--- src/rtl/npc_pkg.sv ---
// Shared definitions for the npc core: sequencer state encoding and fixed constants.
// The TRAP encoding is only present when PC_MISALIGN_TRAP_EN is defined.
package npc_pkg;

  localparam logic [31:0] RESET_PC_DEFAULT = 32'h8000_0000;
  localparam logic [31:0] INST_NOP         = 32'h0000_0013;
  localparam int unsigned PC_STEP          = 4;

  typedef enum logic [1:0] {
    S_REQ      = 2'd0,
    S_WAIT_RSP = 2'd1,
    S_EXEC     = 2'd2
`ifdef PC_MISALIGN_TRAP_EN
    ,S_TRAP    = 2'd3
`endif
  } seq_state_e;

endpackage

--- src/rtl/pc_sequencer_if.sv ---
// Instruction-fetch valid/ready channel between the PC sequencer (master) and IFU memory (slave).
interface pc_sequencer_if #(
  parameter int XLEN = 32
);
  logic            ifu_req_valid;
  logic            ifu_req_ready;
  logic [XLEN-1:0] ifu_req_addr;
  logic            ifu_rsp_valid;
  logic            ifu_rsp_ready;
  logic [31:0]     ifu_rsp_data;

  modport master (
    output ifu_req_valid, ifu_req_addr, ifu_rsp_ready,
    input  ifu_req_ready, ifu_rsp_valid, ifu_rsp_data
  );

  modport slave (
    input  ifu_req_valid, ifu_req_addr, ifu_rsp_ready,
    output ifu_req_ready, ifu_rsp_valid, ifu_rsp_data
  );
endinterface

--- src/rtl/pc_sequencer_next_pc_adder.sv ---
// Combinational next-PC former: operand selects, modulo-2^XLEN add and JALR bit-0 clear.
module next_pc_adder
  import npc_pkg::*;
#(
  parameter int XLEN = 32
) (
  input  logic [XLEN-1:0] pc,
  input  logic [XLEN-1:0] imm,
  input  logic [XLEN-1:0] rs1_val,
  input  logic            pc_a_src,
  input  logic            pc_b_src,
  input  logic            is_jalr,
  output logic [XLEN-1:0] next_pc
);

  logic [XLEN-1:0] op_a;
  logic [XLEN-1:0] op_b;

  always_comb begin
    op_a    = pc_a_src ? imm : XLEN'(PC_STEP);
    op_b    = pc_b_src ? rs1_val : pc;
    // Carry out is intentionally dropped so targets wrap around the address space.
    next_pc = op_a + op_b;
    if (is_jalr) next_pc[0] = 1'b0;
  end

endmodule

--- src/rtl/pc_sequencer.sv ---
// Multi-cycle PC sequencer: fetch over the IFU channel, hold inst through execute, commit next PC.
// Optional misaligned-target trap enabled by defining PC_MISALIGN_TRAP_EN.
module pc_sequencer
  import npc_pkg::*;
#(
  parameter int              XLEN     = 32,
  parameter logic [XLEN-1:0] RESET_PC = XLEN'(RESET_PC_DEFAULT)
) (
  input  logic            clk,
  input  logic            rst_n,
  pc_sequencer_if.master  ifu,
  output logic [31:0]     inst,
  output logic            inst_valid,
  input  logic            exe_done,
  input  logic            pc_a_src,
  input  logic            pc_b_src,
  input  logic [XLEN-1:0] imm,
  input  logic [XLEN-1:0] rs1_val,
  input  logic            is_jalr,
  output logic [XLEN-1:0] pc,
`ifdef PC_MISALIGN_TRAP_EN
  output logic            misalign_trap,
`endif
  output logic            commit
);

  seq_state_e      state;
  seq_state_e      state_nxt;
  logic [XLEN-1:0] next_pc;
  logic            do_commit;
  logic            do_latch;

  next_pc_adder #(.XLEN(XLEN)) u_adder (
    .pc      (pc),
    .imm     (imm),
    .rs1_val (rs1_val),
    .pc_a_src(pc_a_src),
    .pc_b_src(pc_b_src),
    .is_jalr (is_jalr),
    .next_pc (next_pc)
  );

  assign ifu.ifu_req_addr = pc;

  always_ff @(posedge clk or negedge rst_n) begin
    if (!rst_n) begin
      state  <= S_REQ;
      pc     <= RESET_PC;
      inst   <= INST_NOP;
      commit <= 1'b0;
    end else begin
      state  <= state_nxt;
      commit <= do_commit;
      if (do_commit) pc <= next_pc;
      if (do_latch) inst <= ifu.ifu_rsp_data;
    end
  end

  always_comb begin
    state_nxt         = state;
    do_commit         = 1'b0;
    do_latch          = 1'b0;
    ifu.ifu_req_valid = 1'b0;
    ifu.ifu_rsp_ready = 1'b0;
    inst_valid        = 1'b0;
    case (state)
      S_REQ: begin
        ifu.ifu_req_valid = 1'b1;
        if (ifu.ifu_req_ready) state_nxt = S_WAIT_RSP;
      end
      S_WAIT_RSP: begin
        ifu.ifu_rsp_ready = 1'b1;
        if (ifu.ifu_rsp_valid) begin
          do_latch  = 1'b1;
          state_nxt = S_EXEC;
        end
      end
      S_EXEC: begin
        inst_valid = 1'b1;
        if (exe_done) begin
`ifdef PC_MISALIGN_TRAP_EN
          if (next_pc[1:0] != 2'b00) begin
            state_nxt = S_TRAP;
          end else begin
            do_commit = 1'b1;
            state_nxt = S_REQ;
          end
`else
          do_commit = 1'b1;
          state_nxt = S_REQ;
`endif
        end
      end
`ifdef PC_MISALIGN_TRAP_EN
      // Sticky: only rst_n leaves the trap state.
      S_TRAP: state_nxt = S_TRAP;
`endif
      default: state_nxt = S_REQ;
    endcase
  end

`ifdef PC_MISALIGN_TRAP_EN
  assign misalign_trap = (state == S_TRAP);
`endif

endmodule
--- src/flat_wrapper.sv ---
// flat-port wrapper written by rule: the top's interface ports become plain ports
module pc_sequencer_flat import npc_pkg::*;
#(
  parameter int              XLEN     = 32,
  parameter logic [XLEN-1:0] RESET_PC = XLEN'(RESET_PC_DEFAULT)
)
  (clk, rst_n, inst, inst_valid, exe_done, pc_a_src, pc_b_src, imm, rs1_val, is_jalr, pc, commit, ifu_ifu_req_valid, ifu_ifu_req_addr, ifu_ifu_rsp_ready, ifu_ifu_req_ready, ifu_ifu_rsp_valid, ifu_ifu_rsp_data);
  pc_sequencer_if #(.XLEN(XLEN)) ifu_i ();
  input  logic clk;
  input  logic rst_n;
  output logic [31:0] inst;
  output logic inst_valid;
  input  logic exe_done;
  input  logic pc_a_src;
  input  logic pc_b_src;
  input  logic [XLEN-1:0] imm;
  input  logic [XLEN-1:0] rs1_val;
  input  logic is_jalr;
  output logic [XLEN-1:0] pc;
  output logic commit;
  output wire logic [$bits(ifu_i.ifu_req_valid)-1:0] ifu_ifu_req_valid;
  output wire logic [$bits(ifu_i.ifu_req_addr)-1:0] ifu_ifu_req_addr;
  output wire logic [$bits(ifu_i.ifu_rsp_ready)-1:0] ifu_ifu_rsp_ready;
  input wire logic [$bits(ifu_i.ifu_req_ready)-1:0] ifu_ifu_req_ready;
  input wire logic [$bits(ifu_i.ifu_rsp_valid)-1:0] ifu_ifu_rsp_valid;
  input wire logic [$bits(ifu_i.ifu_rsp_data)-1:0] ifu_ifu_rsp_data;
  assign ifu_ifu_req_valid = ifu_i.ifu_req_valid;
  assign ifu_ifu_req_addr = ifu_i.ifu_req_addr;
  assign ifu_ifu_rsp_ready = ifu_i.ifu_rsp_ready;
  assign ifu_i.ifu_req_ready = ifu_ifu_req_ready;
  assign ifu_i.ifu_rsp_valid = ifu_ifu_rsp_valid;
  assign ifu_i.ifu_rsp_data = ifu_ifu_rsp_data;
  pc_sequencer #(.XLEN(XLEN), .RESET_PC(RESET_PC)) u_core (.clk(clk), .rst_n(rst_n), .ifu(ifu_i), .inst(inst), .inst_valid(inst_valid), .exe_done(exe_done), .pc_a_src(pc_a_src), .pc_b_src(pc_b_src), .imm(imm), .rs1_val(rs1_val), .is_jalr(is_jalr), .pc(pc), .commit(commit));
endmodule
--- config.mk ---
export PLATFORM = sky130hd
export DESIGN_NAME = pc_sequencer_flat
export DESIGN_NICKNAME = d
export VERILOG_FILES = /design/src/rtl/npc_pkg.sv /design/src/rtl/pc_sequencer_if.sv /design/src/rtl/pc_sequencer_next_pc_adder.sv /design/src/rtl/pc_sequencer.sv /design/src/flat_wrapper.sv
export SDC_FILE = /design/constraint.sdc
export NUM_CORES = 1
export LEC_CHECK = 0
export BUFFER_PORTS_ARGS = -buffer_cell sky130_fd_sc_hd__buf_2
export CAP_MARGIN = 20
export CORE_UTILIZATION = 51
export CTS_CLUSTER_SIZE = 20
export DETAILED_ROUTE_END_ITERATION = 8
export GPL_TIMING_DRIVEN = 0
export PLACE_DENSITY = 0.91
export SETUP_SLACK_MARGIN = 0.5
export SYNTH_ARGS = -nofsm -noshare
export SYNTH_HDL_FRONTEND = slang
export SYNTH_SLANG_ARGS = --single-unit
--- constraint.sdc ---
create_clock -name clk -period 4.9 [get_ports clk]
set_input_delay 0 -clock clk [delete_from_list [all_inputs] [get_ports clk]]
set_output_delay 0 -clock clk [all_outputs]
set_load 0.02 [all_outputs]
; After elaboration in Yosys (flattened, before gate mapping)
; Index checks and enable logic that the tools add are counted.
[word_totals]
regBits = 67
out_inout_bits = 100
[op_classes]
add_sub_neg = 1
eq_ne = 5
n_mux = 14
n_reduce_logical = 2
[ops]
columns = cell, count
row1 = 2-to-1 mux 32 bit, 2
row2 = adder 32 bit, 1
row3 = 2-to-1 mux 1 bit, 8
row4 = 2-to-1 mux 2 bit, 3
row5 = inequality test 2 bit (second input constant), 3
row6 = case mux 2 bit (3 select lines), 1
row7 = AND reduction 3 bit, 1
row8 = == test 2 x 1 -> 1 bit (second input constant), 1
row9 = == test 2 bit (second input constant), 1
row10 = zero test 2 bit, 1

; Longest topological paths before layout
; Gate-level depths: netlist of run 1.
[depth]
ltp_word = 3
mapped_depth = 12

; By module
; Synthesis of run 1 repeated with hierarchy kept, for this count alone.
[hier_totals]
hier_cells = 491
area_unflattened_um2 = 5222.5
[by_module_without_submodules]
columns = module, n_inst, cells_per_inst, area_per_inst_um2, seq_area_each_um2
row1 = pc_sequencer, 1, 180, 2927.8, 1681.6
row2 = next_pc_adder, 1, 311, 2294.7, 0.0

; Worst setup path after synthesis of run 1
; No wires, ideal clock.
[synth_timing]
path_type = input-to-reg
start = input pc_b_src
end = register u_core.pc[26], in the netlist u_core.ifu.ifu_req_addr[26]
setup_ns = 0.069
arrival_ns = 2.882
setup_slack_ns = 1.950
cell_stages = 11
path_buffers = 2
path_cell_list = clkbuf_1 -> clkbuf_1 -> mux2_2 -> fa_1 -> a21o_1 -> a31oi_1 -> o31ai_2 -> a2111oi_4 -> o21bai_2 -> or4b_1 -> nand3_1
[synth_between]
elab_chain_cells = 2
[synth_rtl]
columns = item, line
row1 = from (decl), flat_wrapper.sv:15  ; input logic pc_b_src;
row2 = 2-to-1 mux 32 bit, pc_sequencer_next_pc_adder.sv:21  ; op_b = pc_b_src ? rs1_val : pc;
row3 = adder 32 bit, pc_sequencer_next_pc_adder.sv:23  ; next_pc = op_a + op_b;
row4 = to (signal assigned), pc_sequencer.sv:54  ; if (do_commit) pc <= next_pc;
row5 = to (decl), pc_sequencer.sv:20  ; output logic [XLEN-1:0] pc,
; Every way passes these cells.
; A chain may end at the register's enable or synchronous reset.

; Final worst setup path of run 1
[layout_timing]
start = input pc_b_src
end = register u_core.pc[29], in the netlist u_core.ifu.ifu_req_addr[29]
; The elaborated chain is that of the path after synthesis.

==> impl_results.md, run 1 <==
* CTS Sinks at 67
* Area growth from synthesis to layout at 34.9%
* CTS Root Cell: clkbuf_8
* Minimum hold slack at 0.0909 ns
* Cells after synthesis at 542
* Final nets at 928
* DR WL/cell at 19.8 um
* Leakage at 3.39 nW
* Initial antenna violation count at 4
* Most frequent cells in the layout: buf_2 (201), mux2_2 (65), dfrtp_1 (63), nand2_1 (52), a21oi_1 (39)
* Fin. Hold Viols at 0
* Class of the worst hold path: in2reg
* Syn avg cell area at 9.35 um2
* Die X at 102 um
* Clk slew on worst S/H paths at 0.09 ns
* Crit path kind: in2reg
* Starting Density at 52.3%
* Die area at 0.0103 mm2
* Largest net degree at the start of global routing at 68
* Worst EP required at 5.17 ns
* Initial DRT Pass Iterations at 8
* Hold path start: imm[31]
* CP Launch Point: pc_b_src
* Gr usage total at 38.2%
* CP Max Fanout at 10
* CTS Buffer Depth at 2
* Cell variety after synth at 58
* Setup Fix Bufs, Post-CTS at 0
* Post-synthesis net count at 678
* Clock skew at 0.0103 ns
* Fmax at 304 MHz
* Placer Congestion at 0.913
* CTS tree: done
* Post-route ant nets at 0
* Worst r2r src: u_core.ifu.ifu_req_addr[0]$_DFFE_PN0P_
* Post-synth EDFFs at 0
* Clock Latency Late Sink at 0.36 ns
* Final setup violation count at 0
* Final worst path period need at 3.29 ns
* Crit. End Element: register
* DRC at 0
* Die height at 102 um
* Setup tns final at 0 ns
* Share of flip-flops with an asynchronous set or reset at 100%
* Main synth FF type: dfrtp_1
* I/O Buffers at 202
* Layout cell share with drive strength beyond 1 at 41.4%
* Sequential fraction of the synthesis area at 33.2%
* Most common cell after layout, fill and taps aside: buf_2
* DR iter-0 viols at 439
* DP Wirelength at 11.4 mm
* Worst-Margin Slew at 0.904 ns
* Pwr/cell area at 575 mW/mm2
* Worst slew margin at 39.7%
* Slew Viols, Final at 0
* CORE AREA at 0.00968 mm2
* Number of global-route vias before repair at 5,355
* Status: finished, final reports clean
* GRT overflow at 0
* Worst IR Drop VDD at 0.000264 V
* Final period util at 67.1%
* CTS Buf Count at 9
* FF+latch count, synth at 67
* CP Launch Type: input pin
* Yosys warning total at 0
* I/O Pins at 204
* RSZ-0062 raised after global routing: false
* First-pass GRT wire length at 28.8 mm
* Site row count at 36
* Synth Cell Area at 0.00507 mm2
* DRT Wirelength at 18.5 mm
* Routed vias at 5,460
* Max cap viols at 0
* Via density at 5.85
* CP Data Arrival Time at 3.56 ns
* # H-tree levels at 3
-- critical path, cell delays in order --
cell	delay, ns
clkbuf_1	0.24
clkbuf_1	0.53
mux2_2	0.43
ha_1	0.33
o21ai_0	0.57
a32oi_2	0.24
a21oi_1	0.45
o21ai_1	0.26
o311a_1	0.39
o211ai_1	0.10
-- cell families after synthesis --
kind of cell,count (synthesis),share of synthesized area (%)
buf+inv,68,7.43
simple gates,150,14.9
compound gates,133,17.2
fa+ha+maj,32,8.05
flops,67,33.2
xor+xnor,25,4.32
mux,67,14.8
-- state kept, by name (all words and copies together), names as in the netlist --
| signal | cells |
|---|---|
| u_core.commit | 1 |
| u_core.ifu.ifu_req_addr | 32 |
| u_core.state | 2 |
| u_core.inst | 32 |
-- cell usage after synthesis (all sizes together), types with 2 or more instances --
library cell  number  share of area [%]
xor2              10                1.7
nor2              22                1.7
or4                3               0.44
o21a               4               0.59
dfstp              4                2.1
a2111oi            2               0.72
mux2              65                 14
nand2b             5               0.62
or3                2               0.25
nand2             52                3.9
xnor2             15                2.6
nand4              5               0.62
a31oi              3               0.37
o211ai             7                1.0
mux2i              2               0.40
nand3b             3               0.44
a21o              11                1.6
a21oi             40                4.0
o21bai             5               0.82
a41o               2               0.40
nand3              8               0.79
ha                31                7.7
a211o              5               0.91
dfrtp             63                 31
nor3               5               0.49
a211oi             2               0.30
nand4b             2               0.35
clkbuf            21                1.6
and3               3               0.37
a221oi             2               0.47
inv               10               0.74
o31ai              5               0.84
and2              32                4.0
o21ai             38                3.8
nor2b              5               0.62
buf               36                5.0
-- stage by stage --
stage               instance area [um2]  utilization, %  worst slack (ns)  cells  power (W)
finish                             6830            70.6              1.61    934    0.00393
global route                       6830            70.5              1.57    933    0.00416
CTS                                6820            70.5              1.73    930    0.00376
detailed placement                 6250            64.5              1.49    877    0.00323
global placement                   6240            64.5              1.53    877    0.00316
floorplan                          5070               -              1.95    542    0.00254
-- routing by layer --
metal | track usage [%] | up-vias | wire (um)
met3 | 16.7 | 111 | 2090
met1 | 41.8 | 2561 | 6360
met2 | 60.3 | 374 | 8850
met4 | 24.2 | 0 | 1170
li1 | - | 2414 | -
met5 | 2.88 | - | 0
-- power breakdown --
| part | total (W) | internal (W) | leakage (nW) | switching [W] |
|---|---|---|---|---|
| registers | 0.00108 | 0.000828 | 0.808 | 0.000250 |
| clock network | 0.000513 | 0.000245 | 0.103 | 0.000268 |
| logic | 0.00234 | 0.000953 | 2.48 | 0.00138 |
| total | 0.00393 | 0.00203 | 3.39 | 0.00190 |
-- final timing paths --
kind                                                      endpoint  slack (ns)  cells after the start
max reg2reg                u_core.ifu.ifu_req_addr[26]$_DFFE_PN0P_        1.68                     10
max in group asynchronous  u_core.ifu.ifu_req_addr[15]$_DFFE_PN0P_        4.00                      2
min                        u_core.ifu.ifu_req_addr[31]$_DFFE_PN1P_        0.09                      5
min in group asynchronous  u_core.ifu.ifu_req_addr[13]$_DFFE_PN0P_        0.27                      2
min reg2reg                             u_core.inst[3]$_DFFE_PN0P_        0.51                      1
max                        u_core.ifu.ifu_req_addr[29]$_DFFE_PN0P_        1.61                     10
-- final cells by class --
cell class | count | area, um2
clock inverters | 7 | 83.8
flip-flops and latches | 67 | 1680
diodes | 4 | 10.0
fillers | 675 | 2850
multi-input cells | 407 | 3010
inverters | 11 | 41.3
plain buffers | 57 | 335
repair buffers | 239 | 1380
clock buffers | 9 | 124
well taps | 133 | 166
-- what timing repair did --
action,in CTS,in global routing
setup endpoints to repair,0,0
hold buffers,37,0
resized for setup,0,0
endpoints found under the hold margin,98,0
Note: power is estimated with default switching activity, not from simulation.
==> run 2: changes to the inputs <==
Settings changed: CORE_UTILIZATION 51 to 50, PLACE_DENSITY 0.91 to 0.89.
Clock period 4.9 ns to 3.3 ns, I/O delays scaled along.
==> run 2 against run 1 <==
Against the previous run:
- count of clock-buffer cells in the layout is the same
- first-iteration DRC count shrank 32%
- via count shrank 3.3%
- total power grew 49%
- clock skew grew 0.0012 ns
- critical endpoint is now u_core.ifu.ifu_req_addr[26]$_DFFE_PN0P_
- highest routed layer unchanged
==> impl_results.md, run 2 (same netlist as run 1, synthesis figures left out) <==
* Status: finished, final reports clean
* CTS Buffer Depth at 2
* Max cap viols at 0
* DR WL/cell at 18.0 um
* Sequential power share at 26.7%
* Final total power at 0.00584 W
* Internal power at 0.00312 W
* Initial DRT Pass Iterations at 5
* CP Data Arrival Time at 3.16 ns
* DRT Wirelength at 17.0 mm
* DR iter-0 viols at 300
* Diode count at 0
* Final setup violation count at 0
* Fin. Hold Viols at 0
* Post-route ant nets at 0
* Final period util at 86.6%
* Layout Utilization at 72.3%
* CTS Root Cell: clkbuf_8
* Crit. End Element: register
* Clk slew on worst S/H paths at 0.09 ns
* Placer Congestion at 0.934
* I/O Buffers at 202
* Fmax at 350 MHz
* Critical path cell sequence: mux2_4 > ha_4 > fa_2 > a21o_1 > a31oi_4 > o31ai_4 > a2111oi_4 > o21bai_2 > or4b_1 > nand3_1
* Bufs and invs on worst path at 0
* Worst-Margin Slew at 0.897 ns
* Clock skew at 0.0115 ns
* CP Launch Type: register
* Die height at 103 um
* Minimum hold slack at 0.0775 ns
* Slew Viols, Final at 0
* Worst r2r src: u_core.ifu.ifu_req_addr[0]$_DFFE_PN0P_
* Area growth from synthesis to layout at 40.1%
* CTS tree: done
* Largest net degree at the start of global routing at 68
* Final nets at 940
* # H-tree levels at 3
* DRC at 0
* GRT overflow at 0
* Initial antenna violation count at 0
* Slowest CP cell: or4b_1
* CP top delay family: compound AO/OA/AOI/OAI gates
* Post-Place Cells at 877
* Die X at 103 um
* Final worst path period need at 2.86 ns
* Class of the worst hold path: in2reg
* RSZ-0062 raised after global routing: true
* Number of global-route vias before repair at 5,184
* Hold path start: imm[31]
* Site row count at 36
* Crit path kind: reg2reg
* Worst slew margin at 40.2%
* Worst IR Drop VDD at 0.000439 V
* Most frequent cells in the layout: buf_2 (201), mux2_2 (63), dfrtp_1 (61), nand2_1 (52), buf_4 (45)
* DP Wirelength at 11.1 mm
* CTS Sinks at 67
* Clock Latency Late Sink at 0.36 ns
* CP Max Fanout at 5
* Most common cell after layout, fill and taps aside: buf_2
* CP peak stage delay at 0.47 ns
* I/O Pins at 204
* CORE AREA at 0.00982 mm2
* Leakage at 3.48 nW
* Final non-filler cell total at 942
* First-pass GRT wire length at 24.6 mm
* CP Launch Point: u_core.ifu.ifu_req_addr[0]$_DFFE_PN0P_
* Worst EP required at 3.60 ns
* Pwr/cell area at 823 mW/mm2
* Starting Density at 51.6%
* Via density at 5.61
* Layout cell share with drive strength beyond 1 at 45.9%
* Gate power share at 60.4%
* Routed vias at 5,282
* CTS Buf Count at 9
* Die area at 0.0105 mm2
* Clock power share at 12.9%
* Gr usage total at 30.5%
* Psw at 0.00273 W
* Switching share of total power at 46.7%
==> run 2: changes by cell type in the layout (fill, tap and decap cells not counted), sizes merged <==
cell / before / now
diode: 4 / 0
buf: 238 / 250
clkinv: 2 / 1
inv: 14 / 15
==> run 2: worst paths after layout <==
kind | slack, ns | endpoint | depth (start not counted)
worst max register to register | 0.44 | u_core.ifu.ifu_req_addr[26]$_DFFE_PN0P_ | 10
min in group asynchronous | 0.27 | u_core.ifu.ifu_req_addr[13]$_DFFE_PN0P_ | 2
worst max-delay path | 0.44 | u_core.ifu.ifu_req_addr[26]$_DFFE_PN0P_ | 10
worst min register to register | 0.51 | u_core.inst[22]$_DFFE_PN0P_ | 1
max in group asynchronous | 2.35 | u_core.ifu.ifu_req_addr[4]$_DFFE_PN0P_ | 2
worst min-delay path | 0.08 | u_core.ifu.ifu_req_addr[31]$_DFFE_PN1P_ | 5
==> run 2: power by group through the flow <==
stage / combinational (W) / sequential (W) / clock, W
2_1_floorplan: 0.00183 / 0.00196 / 0
3_3_place_gp: 0.00317 / 0.00151 / 0
6_report: 0.00353 / 0.00156 / 0.000752
5_1_grt: 0.00380 / 0.00160 / 0.000790
3_5_place_dp: 0.00326 / 0.00155 / 0
4_1_cts: 0.00336 / 0.00153 / 0.000757
==> run 2: timing repair <==
item / 4_1_cts / 5_1_grt
setup buffers: 4 / 8
resized for setup: 12 / 26
pin swaps: 3 / 9
hold endpoints to repair: 98 / 0
hold buffers: 37 / 0
setup endpoints to repair: 7 / 14
==> run 2: layer usage <==
| metal | GRT usage, % | part of all wire, % | vias to the layer above | wire length [um] |
|---|---|---|---|---|
| met5 | 0 | 0 | - | 0 |
| met4 | 15.5 | 3.9 | 0 | 668 |
| met3 | 6.51 | 7.2 | 68 | 1220 |
| met2 | 54.0 | 50 | 282 | 8490 |
| met1 | 34.6 | 39 | 2504 | 6600 |
| li1 | - | - | 2428 | - |
==> run 2: area by class of cell <==
class                      count  area, um2
buffer                        57        345
clock buffer                   9        124
clock inverter                 7       81.3
fill                         715       2720
inverter                      11       41.3
multi-input combinational    407       3180
sequential                    67       1680
tap                          133        166
timing repair buffer         251       1470
==> run 2: worst min-delay path: stages <==
cell     delay [ns]
buf_2          0.09
nand2_1        0.07
xor2_1         0.08
xnor2_1        0.12
o21ai_0        0.07
==> run 2: stage by stage <==
step	setup WS [ns]	area [um2]	setup TNS, ns
global placement	0.0834	6280	0
global route	0.387	7100	0
CTS	0.428	6940	0
floorplan	0.519	5100	0
detailed placement	-0.0468	6280	-0.0468
finish	0.441	7100	0
